File: src/rtl/seq_det_arbiter_if.sv
// Two-requester word handshake bundle between the requesters and the arbiter.
// Each requester holds valid/data; the arbiter answers with a one-cycle ready.
interface seq_det_arbiter_if #(
  parameter int WIDTH = 8
);
  logic             req0_valid;
  logic [WIDTH-1:0] req0_data;
  logic             req0_ready;
  logic             req1_valid;
  logic [WIDTH-1:0] req1_data;
  logic             req1_ready;

  // Requester side: offers words and watches for acceptance.
  modport master (
    output req0_valid, req0_data, req1_valid, req1_data,
    input  req0_ready, req1_ready
  );

  // Arbiter side: observes offers and grants one at a time.
  modport slave (
    input  req0_valid, req0_data, req1_valid, req1_data,
    output req0_ready, req1_ready
  );
endinterface

File: src/rtl/seq_det_arbiter.sv
// Round-robin arbiter that serializes one granted word MSB-first into an
// external sequence detector and counts detector matches per requester.
// Flow per word: IDLE (grant) -> CLR -> SHIFT x WIDTH -> FLUSH -> DONE.
module seq_det_arbiter #(
  parameter int WIDTH = 8,
  parameter int CNT_W = 8
) (
  input  logic             clk,
  input  logic             reset,
  seq_det_arbiter_if.slave req,
  output logic             det_clr,
  output logic             det_x,
  input  logic             det_z,
  input  logic             clr_cnt,
  output logic [CNT_W-1:0] match0_cnt,
  output logic [CNT_W-1:0] match1_cnt,
  output logic             busy,
  output logic             done,
  output logic             done_id
);

  localparam int                IDX_W    = (WIDTH > 1) ? $clog2(WIDTH) : 1;
  localparam logic [IDX_W-1:0]  IDX_LAST = IDX_W'(WIDTH - 1);
  localparam logic [CNT_W-1:0]  CNT_MAX  = '1;

  typedef enum logic [2:0] {IDLE, CLR, SHIFT, FLUSH, DONE} state_t;

  state_t           state_q, state_d;
  logic [WIDTH-1:0] data_q, data_d;
  logic [IDX_W-1:0] idx_q, idx_d;
  logic             gnt_q, gnt_d;
  logic             last_q, last_d;
  logic             done_id_q, done_id_d;
  logic [CNT_W-1:0] cnt0_q, cnt0_d;
  logic [CNT_W-1:0] cnt1_q, cnt1_d;
  logic             any_req;
  logic             pick;
  logic             window;

  // Round-robin choice: on contention take the requester not granted last.
  always_comb begin
    any_req = req.req0_valid | req.req1_valid;
    if (req.req0_valid && req.req1_valid) pick = ~last_q;
    else                                  pick = req.req1_valid;
  end

  // Next-state and per-state outputs of the word sequencer.
  always_comb begin
    // NOTE: every signal written here gets a default first, so no path can infer a latch.
    state_d        = state_q;
    data_d         = data_q;
    idx_d          = idx_q;
    gnt_d          = gnt_q;
    last_d         = last_q;
    done_id_d      = done_id_q;
    req.req0_ready = 1'b0;
    req.req1_ready = 1'b0;
    det_clr        = 1'b0;
    det_x          = 1'b0;
    done           = 1'b0;
    window         = 1'b0;
    unique case (state_q)
      IDLE: begin
        // Ready is gated by reset so a held reset never shows a grant.
        if (any_req && !reset) begin
          req.req0_ready = ~pick;
          req.req1_ready = pick;
          gnt_d          = pick;
          data_d         = pick ? req.req1_data : req.req0_data;
          state_d        = CLR;
        end
      end
      CLR: begin
        det_clr = 1'b1;
        idx_d   = IDX_LAST;
        state_d = SHIFT;
      end
      SHIFT: begin
        det_x = data_q[idx_q];
        // The first shifted bit has no detector response yet; counting starts one cycle later.
        window = (idx_q != IDX_LAST);
        idx_d  = idx_q - IDX_W'(1);
        if (idx_q == '0) state_d = FLUSH;
      end
      FLUSH: begin
        // Detector answer to the final bit arrives here.
        window  = 1'b1;
        state_d = DONE;
      end
      DONE: begin
        done      = 1'b1;
        last_d    = gnt_q;
        done_id_d = gnt_q;
        state_d   = IDLE;
      end
      default: state_d = IDLE;
    endcase
  end

  // Saturating match counters; a clear wins over a coincident increment.
  always_comb begin
    cnt0_d = cnt0_q;
    cnt1_d = cnt1_q;
    if (clr_cnt) begin
      cnt0_d = '0;
      cnt1_d = '0;
    end else if (window && det_z) begin
      if (!gnt_q && cnt0_q != CNT_MAX) cnt0_d = cnt0_q + CNT_W'(1);
      if ( gnt_q && cnt1_q != CNT_MAX) cnt1_d = cnt1_q + CNT_W'(1);
    end
  end

  // State register; reset aborts any word in flight.
  always_ff @(posedge clk or posedge reset) begin
    if (reset) begin
      state_q   <= IDLE;
      data_q    <= '0;
      idx_q     <= '0;
      gnt_q     <= 1'b0;
      // Pretend requester 1 went last so requester 0 wins the first contention.
      last_q    <= 1'b1;
      done_id_q <= 1'b0;
      cnt0_q    <= '0;
      cnt1_q    <= '0;
    end else begin
      // NOTE: non-blocking assignments make every register sample the same pre-edge values.
      state_q   <= state_d;
      data_q    <= data_d;
      idx_q     <= idx_d;
      gnt_q     <= gnt_d;
      last_q    <= last_d;
      done_id_q <= done_id_d;
      cnt0_q    <= cnt0_d;
      cnt1_q    <= cnt1_d;
    end
  end

  assign busy       = (state_q != IDLE);
  assign done_id    = (state_q == DONE) ? gnt_q : done_id_q;
  assign match0_cnt = cnt0_q;
  assign match1_cnt = cnt1_q;

endmodule
File: src/flat_wrapper.sv
// flat-port wrapper written by rule: the top's interface ports become plain ports
module seq_det_arbiter_flat 
#(
  parameter int WIDTH = 8,
  parameter int CNT_W = 8
)
  (clk, reset, det_clr, det_x, det_z, clr_cnt, match0_cnt, match1_cnt, busy, done, done_id, req_req0_valid, req_req0_data, req_req1_valid, req_req1_data, req_req0_ready, req_req1_ready);
  seq_det_arbiter_if #(.WIDTH(WIDTH)) req_i ();
  input  logic clk;
  input  logic reset;
  output logic det_clr;
  output logic det_x;
  input  logic det_z;
  input  logic clr_cnt;
  output logic [CNT_W-1:0] match0_cnt;
  output logic [CNT_W-1:0] match1_cnt;
  output logic busy;
  output logic done;
  output logic done_id;
  input wire logic [$bits(req_i.req0_valid)-1:0] req_req0_valid;
  input wire logic [$bits(req_i.req0_data)-1:0] req_req0_data;
  input wire logic [$bits(req_i.req1_valid)-1:0] req_req1_valid;
  input wire logic [$bits(req_i.req1_data)-1:0] req_req1_data;
  output wire logic [$bits(req_i.req0_ready)-1:0] req_req0_ready;
  output wire logic [$bits(req_i.req1_ready)-1:0] req_req1_ready;
  assign req_i.req0_valid = req_req0_valid;
  assign req_i.req0_data = req_req0_data;
  assign req_i.req1_valid = req_req1_valid;
  assign req_i.req1_data = req_req1_data;
  assign req_req0_ready = req_i.req0_ready;
  assign req_req1_ready = req_i.req1_ready;
  seq_det_arbiter #(.WIDTH(WIDTH), .CNT_W(CNT_W)) u_core (.clk(clk), .reset(reset), .req(req_i), .det_clr(det_clr), .det_x(det_x), .det_z(det_z), .clr_cnt(clr_cnt), .match0_cnt(match0_cnt), .match1_cnt(match1_cnt), .busy(busy), .done(done), .done_id(done_id));
endmodule
File: config.mk
export PLATFORM = sky130hd
export DESIGN_NAME = seq_det_arbiter_flat
export DESIGN_NICKNAME = d
export VERILOG_FILES = /design/src/rtl/seq_det_arbiter_if.sv /design/src/rtl/seq_det_arbiter.sv /design/src/flat_wrapper.sv
export SDC_FILE = /design/constraint.sdc
export NUM_CORES = 1
export LEC_CHECK = 0
export ABC_AREA = 1
export CAP_MARGIN = 30
export CORE_ASPECT_RATIO = 1.75
export CORE_MARGIN = 3
export CORE_UTILIZATION = 45
export DETAILED_ROUTE_END_ITERATION = 8
export DONT_BUFFER_PORTS = 1
export GPL_ROUTABILITY_DRIVEN = 0
export PLACE_DENSITY_LB_ADDON = 0.2
export SLEW_MARGIN = 20
export SYNTH_ARGS = -nofsm -noshare
export SYNTH_HDL_FRONTEND = slang
export SYNTH_SLANG_ARGS = --single-unit
File: constraint.sdc
create_clock -name clk -period 2.4 [get_ports clk]
set_input_delay 0.12 -clock clk [delete_from_list [all_inputs] [get_ports clk]]
set_output_delay 0.12 -clock clk [all_outputs]
set_load 0.01 [all_outputs]
==> Word-level counts from Yosys, hierarchy flattened <==
Cells that the tools add are included.
{ "word_totals": {"ff_bits": 33, "inputBits": 22, "out_inout_bits": 23, "word_cells": 65} }
{ "classes": {"add_sub_neg": 3, "order_cmp": 1, "eq_ne": 9, "mux": 23, "bitwise": 3, "n_reduce_logical": 18} }
{ "op_table": {"columns": ["op", "count"], "rows": [
  ["$mux 8", 7],
  ["$add 8x1->8 const B", 2],
  ["$ne 8x8->1 const B", 2],
  ["$pmux 3 s4", 1],
  ["$mux 1", 10],
  ["$reduce_and 2->1", 4],
  ["$reduce_bool 2->1", 4],
  ["$eq 3x2->1 const B", 2],
  ["$logic_not 3->1", 2],
  ["$mux 3", 2],
  ["$pmux 3 s2", 1],
  ["$logic_and 1x1->1", 5],
  ["$lt 3x4->1 const B", 1],
  ["$ne 2x1->1 const B", 2],
  ["$bmux 1 s3", 1],
  ["$eq 3x1->1 const B", 1],
  ["$eq 3x3->1 const B", 1],
  ["$ne 3x3->1 const B", 1],
  ["$reduce_bool 3->1", 1],
  ["$sub 3x1->3 const B", 1],
  ["$logic_not 1->1", 2],
  ["$not 1->1", 2],
  ["$pmux 1 s2", 1],
  ["$or 1x1->1", 1]
]} }

==> Longest topological paths before layout <==
{ "depth": {"word_depth": 5, "depth_mapped": 9, "ltp_nobuf": 9} }

==> Least setup slack after synthesis <==
No wires, ideal clock.
{ "synth_path": {"kind": "input to register", "startpoint": "input port reset", "endpoint": "register u_core.data_q[0]", "setup_ps": 68, "arrival_ps": 1780, "required_ps": 2332, "setup_slack_ps": 551, "path_stages": 7, "path_buffers": 1, "cell_sequence": "inv_1 -> o21ai_0 -> or2_4 -> buf_6 -> nor2_8 -> nand2_1 -> nand3_1"} }
{ "synth_between": {"elab_chain_len": 3} }
{ "synth_lines": {"columns": ["item", "line", "source"], "rows": [
  ["start: declaration", "flat_wrapper.sv:10", "input logic reset;"],
  ["$logic_not 1->1", "seq_det_arbiter.sv:65", "if (any_req && !reset) begin"],
  ["$logic_and 1x1->1", "seq_det_arbiter.sv:65", null],
  ["$reduce_and 2->1 (no source line)", null, null],
  ["end signal: assignment", "seq_det_arbiter.sv:128", "data_q <= data_d;"],
  ["end: declaration", "seq_det_arbiter.sv:29", "logic [WIDTH-1:0] data_q, data_d;"]
]} }
Every way passes these cells.
A chain may end at the register's enable or synchronous reset.

==> Worst setup path in the final report <==
{ "layout_path": {"startpoint": "register u_core.state_q[0]", "endpoint": "register u_core.data_q[6]"} }
{ "layout_between": {"elab_chain_len": 2} }
{ "layout_lines": {"columns": ["item", "line", "source"], "rows": [
  ["start: declaration", "seq_det_arbiter.sv:28", "state_t state_q, state_d;"],
  ["start signal: assignment", "seq_det_arbiter.sv:127", "state_q <= state_d;"],
  ["$logic_not 3->1", "seq_det_arbiter.sv:62", "unique case (state_q)"],
  ["$reduce_and 2->1 (no source line)", null, null]
]} }
Every way passes these cells.

==> summary.md <==
| Metric | Value |
|---|---|
| Worst relative slew slack | `60.2%` |
| Cell variety after synth | `26` |
| Layout fillers | `401` |
| FF-to-FF setup slack | `0.21 ns` |
| Clock buffer depth | `2` |
| Clk sinks | `33` |
| Fraction of registers with async set/reset | `100%` |
| Maximum fanout along the worst path | `11` |
| M1 wire length | `around 1.6 mm` |
| Share of cells above drive strength 1 | `roughly 6.4%` |
| Hold Vio Cnt, Final | `0` |
| Post-CTS setup buffer count | `0` |
| Met3 WL post-DR | `206 um` |
| P&R area growth vs syn | `17.3%` |
| Crit-path slowest cell | `dlygate4sd3_1` |
| Sequential Power Share | `between 40 and 50%` |
| Pre-CTS setup slack | `0.750 ns` |
| Largest net degree at the start of global routing | `34` |
| Drt drc | `0` |
| CP Cell Sequence | `nor2_4, nand2_2, or2_4, nor2_4, nand2_1, nand3_1, dlygate4sd3_1` |
| WP buf/inv | `1` |
| EDFF count, synth | `0` |
| Crit-path max cell delay | `roughly 0.55 ns` |
| Die area | `0.00503 sq mm` |
| First-pass GRT wire length | `7.27 mm` |
| Clock latency on the worst-skew pair | `0.28 ns` |
| Comb power frac | `a little over a third` |
| CP Class | `reg -> reg` |
| Critical path arrival | `2.40 ns` |
| Clk_skew | `0.00462 ns` |
| Synth Net Count | `285` |
| 1st-iter DRT viols | `34` |
| RSZ-0062 raised after global routing | `false` |
| Initial antenna violation count | `0` |
| Met2 WL post-DR | `2.43 mm` |
| CTS tree | `done` |
| CTS root buffer | `clkbuf_8` |
| Outcome | `completed` |
| Number of global-route vias before repair | `1634` |
| Die Height | `91.6 um` |
| Register bit count reported by yosys | `33` |
| Htree depth | `2` |
| Layout Nets | `308` |
| MaxCap Viol Count | `0` |
| IO Port Bufs | `0` |
| Leakage power | `1.18 nW` |
| Design Power | `just over 0.002 W` |
| Final Cycle Share | `91.0%` |
| Ports | `45` |
| Switching power total | `0.000772 W` |
| Worst Hold Class | `in -> reg` |
| Post-DP HPWL | `3.04 mm` |
| Grt ovf | `0` |
| Sequential area share after synthesis | `43.9%` |
| Final WS setup | `0.215 ns` |
| Max Used Layer | `met4` |
| Final Slew Violations | `0` |
| Vias | `~1600` |
| Power Dens Cells | `924 mW/mm^2` |
| Max Freq | `458 MHz` |
| Setup TNS | `0 ns` |
| Wirelength, routed | `4.32 mm` |
| DR WL/cell | `approximately 13 um` |
| Slew @ Worst Pin | `0.593 ns` |
| Synth Cell Area | `0.00189 sq mm` |
| Vias/cell | `4.98` |
| Starting density of the core | `47.8%` |
| WP data required | `2.62 ns` |
| Drt pass-1 iters | `4` |
| Die Width | `54.9 um` |
| Clock Power Share | `22.6%` |
| Final setup violation count | `0` |
| Yosys warning total | `0` |
| Cells after Synth | `258` |
| Gr usage total | `19.4%` |
| Syn Area/Cell | `around 7.3 sq um` |
| Diodes inserted | `0` |
| Switch share | `around 38%` |
| Worst setup EP type | `flip-flop` |
| CORE AREA | `between 0.003 and 0.004 sq mm` |
| Worst vdd ir | `roughly 570 uV` |
| Clock slew at reported path FFs | `0.07 ns` |
| Most used flip-flop cell after synthesis | `dfrtp_1` |
| Pint | `0.00127 W` |
| Hold Buf Count CTS | `18` |
| CP dominant cell by count | `nor2_4` |
| CP top delay family | `simple AND/OR/NAND/NOR gates` |
| CTS Buf Count | `5` |
| CP startpoint kind | `flip-flop` |
| Cts repair resizes | `0` |
| Hold Worst Slack | `roughly 0.17 ns` |
| Cell row count | `30` |
| Final ANT Viol Nets | `0` |
| Post-route minimum period | `2.19 ns` |
metrics by stage:
step                instances  util [%]  cell area [sq um]
floorplan                 258         -               1890
global placement          304      49.0               1930
detailed placement        304      49.0               1930
CTS                       330      56.1               2210
global route              330      56.1               2210
finish                    330      56.1               2210
per-layer routing:
metal,GRT usage (%),vias up
met5,0,-
met4,7.91,0
met1,20.7,745
met3,4.55,4
li1,-,856
met2,34.3,40
cell usage after synthesis (2+ instances only):
| cell type | instances | area share, % |
|---|---|---|
| a21oi_1 | 4 | 1.1 |
| dfrtp_1 | 32 | 42 |
| ha_1 | 5 | 3.3 |
| inv_1 | 30 | 6.0 |
| nand2_1 | 92 | 18 |
| nand2_2 | 2 | 0.66 |
| nand3_1 | 35 | 9.3 |
| nor2_1 | 24 | 4.8 |
| nor2_4 | 2 | 1.2 |
| nor3_1 | 4 | 1.1 |
| o21ai_0 | 9 | 2.4 |
| xnor2_1 | 3 | 1.4 |
| xor2_1 | 3 | 1.4 |
state kept, by name, indices dropped and copies added (netlist names):
signal and flops:
u_core.data_q 8, u_core.done_id_q 1, u_core.idx_q 3, u_core.gnt_q 1, u_core.match0_cnt 8, u_core.match1_cnt 8, u_core.last_q 1, u_core.state_q 3
final timing paths:
check,end,depth (start not counted),from
setup / recovery,u_core.data_q[6]$_DFFE_PP0P_,7,u_core.state_q[0]$_DFFE_PP0P_
hold / removal,u_core.state_q[0]$_DFFE_PP0P_,2,req_req0_valid
setup reg to reg,u_core.data_q[6]$_DFFE_PP0P_,7,u_core.state_q[0]$_DFFE_PP0P_
hold reg to reg,u_core.last_q$_DFFE_PP1P_,2,u_core.last_q$_DFFE_PP1P_
max in group asynchronous,u_core.last_q$_DFFE_PP1P_,3,reset
min in group asynchronous,u_core.match0_cnt[7]$_DFFE_PP0P_,3,reset
worst reg2reg max path, delay by kind of cell, from the launching register on:
kind / cells / cell delay, ns
buffers and inverters: 1 / 0.55
flip-flops: 1 / 0.43
AND/OR/NAND/NOR: 6 / 1.14
logic make-up (layout without fill, tap and decap cells):
kind of cell | Yosys count | after routing | share of synthesized area, %
flip-flops | 33 | 33 | 43.9
AND/OR/NAND/NOR | 164 | 164 | 38.0
AO/OA/AOI/OAI | 16 | 16 | 4.65
buffers and inverters | 34 | 58 | 7.37
XOR/XNOR | 6 | 6 | 2.79
adder cells (fa/ha/maj) | 5 | 5 | 3.32
final cells by class:
class	instances	area (sq um)	area share (%)
Timing Repair Buffer	19	188	8.48
Clock buffer	7	96.3	4.36
Inverter	31	116	5.26
Multi-Input combinational cell	191	920	41.6
Clock inverter	1	5.00	0.226
Sequential cell	33	827	37.4
Tap cell	48	60.1	2.71
power groups by stage:
stage	clock (W)	combinational (W)	sequential, W
after CTS	0.000478	0.000743	0.000845
after global placement	0	0.000609	0.000852
after floorplan	0	0.000528	0.000805
after global routing	0.000500	0.000847	0.000869
after detailed placement	0	0.000616	0.000855
final	0.000461	0.000741	0.000842
layout by cell type (no fill, tap or decap):
master	instances
a211oi_1	1
dfrtp_1	32
nor2_2	1
xnor2_1	3
nand4_1	1
nand2_1	92
clkinv_1	1
nor3_1	4
o21ai_0	9
a32oi_1	1
or2_4	1
dlygate4sd3_1	18
nand3_1	35
o22ai_1	1
nor2_4	2
buf_4	1
ha_1	5
nand2_2	2
inv_1	30
a21oi_1	4
dfstp_2	1
nor2_8	1
xor2_1	3
nor2_1	24
nand3_2	1
clkinv_2	1
clkbuf_8	7
(Power assumes the default switching activity.)
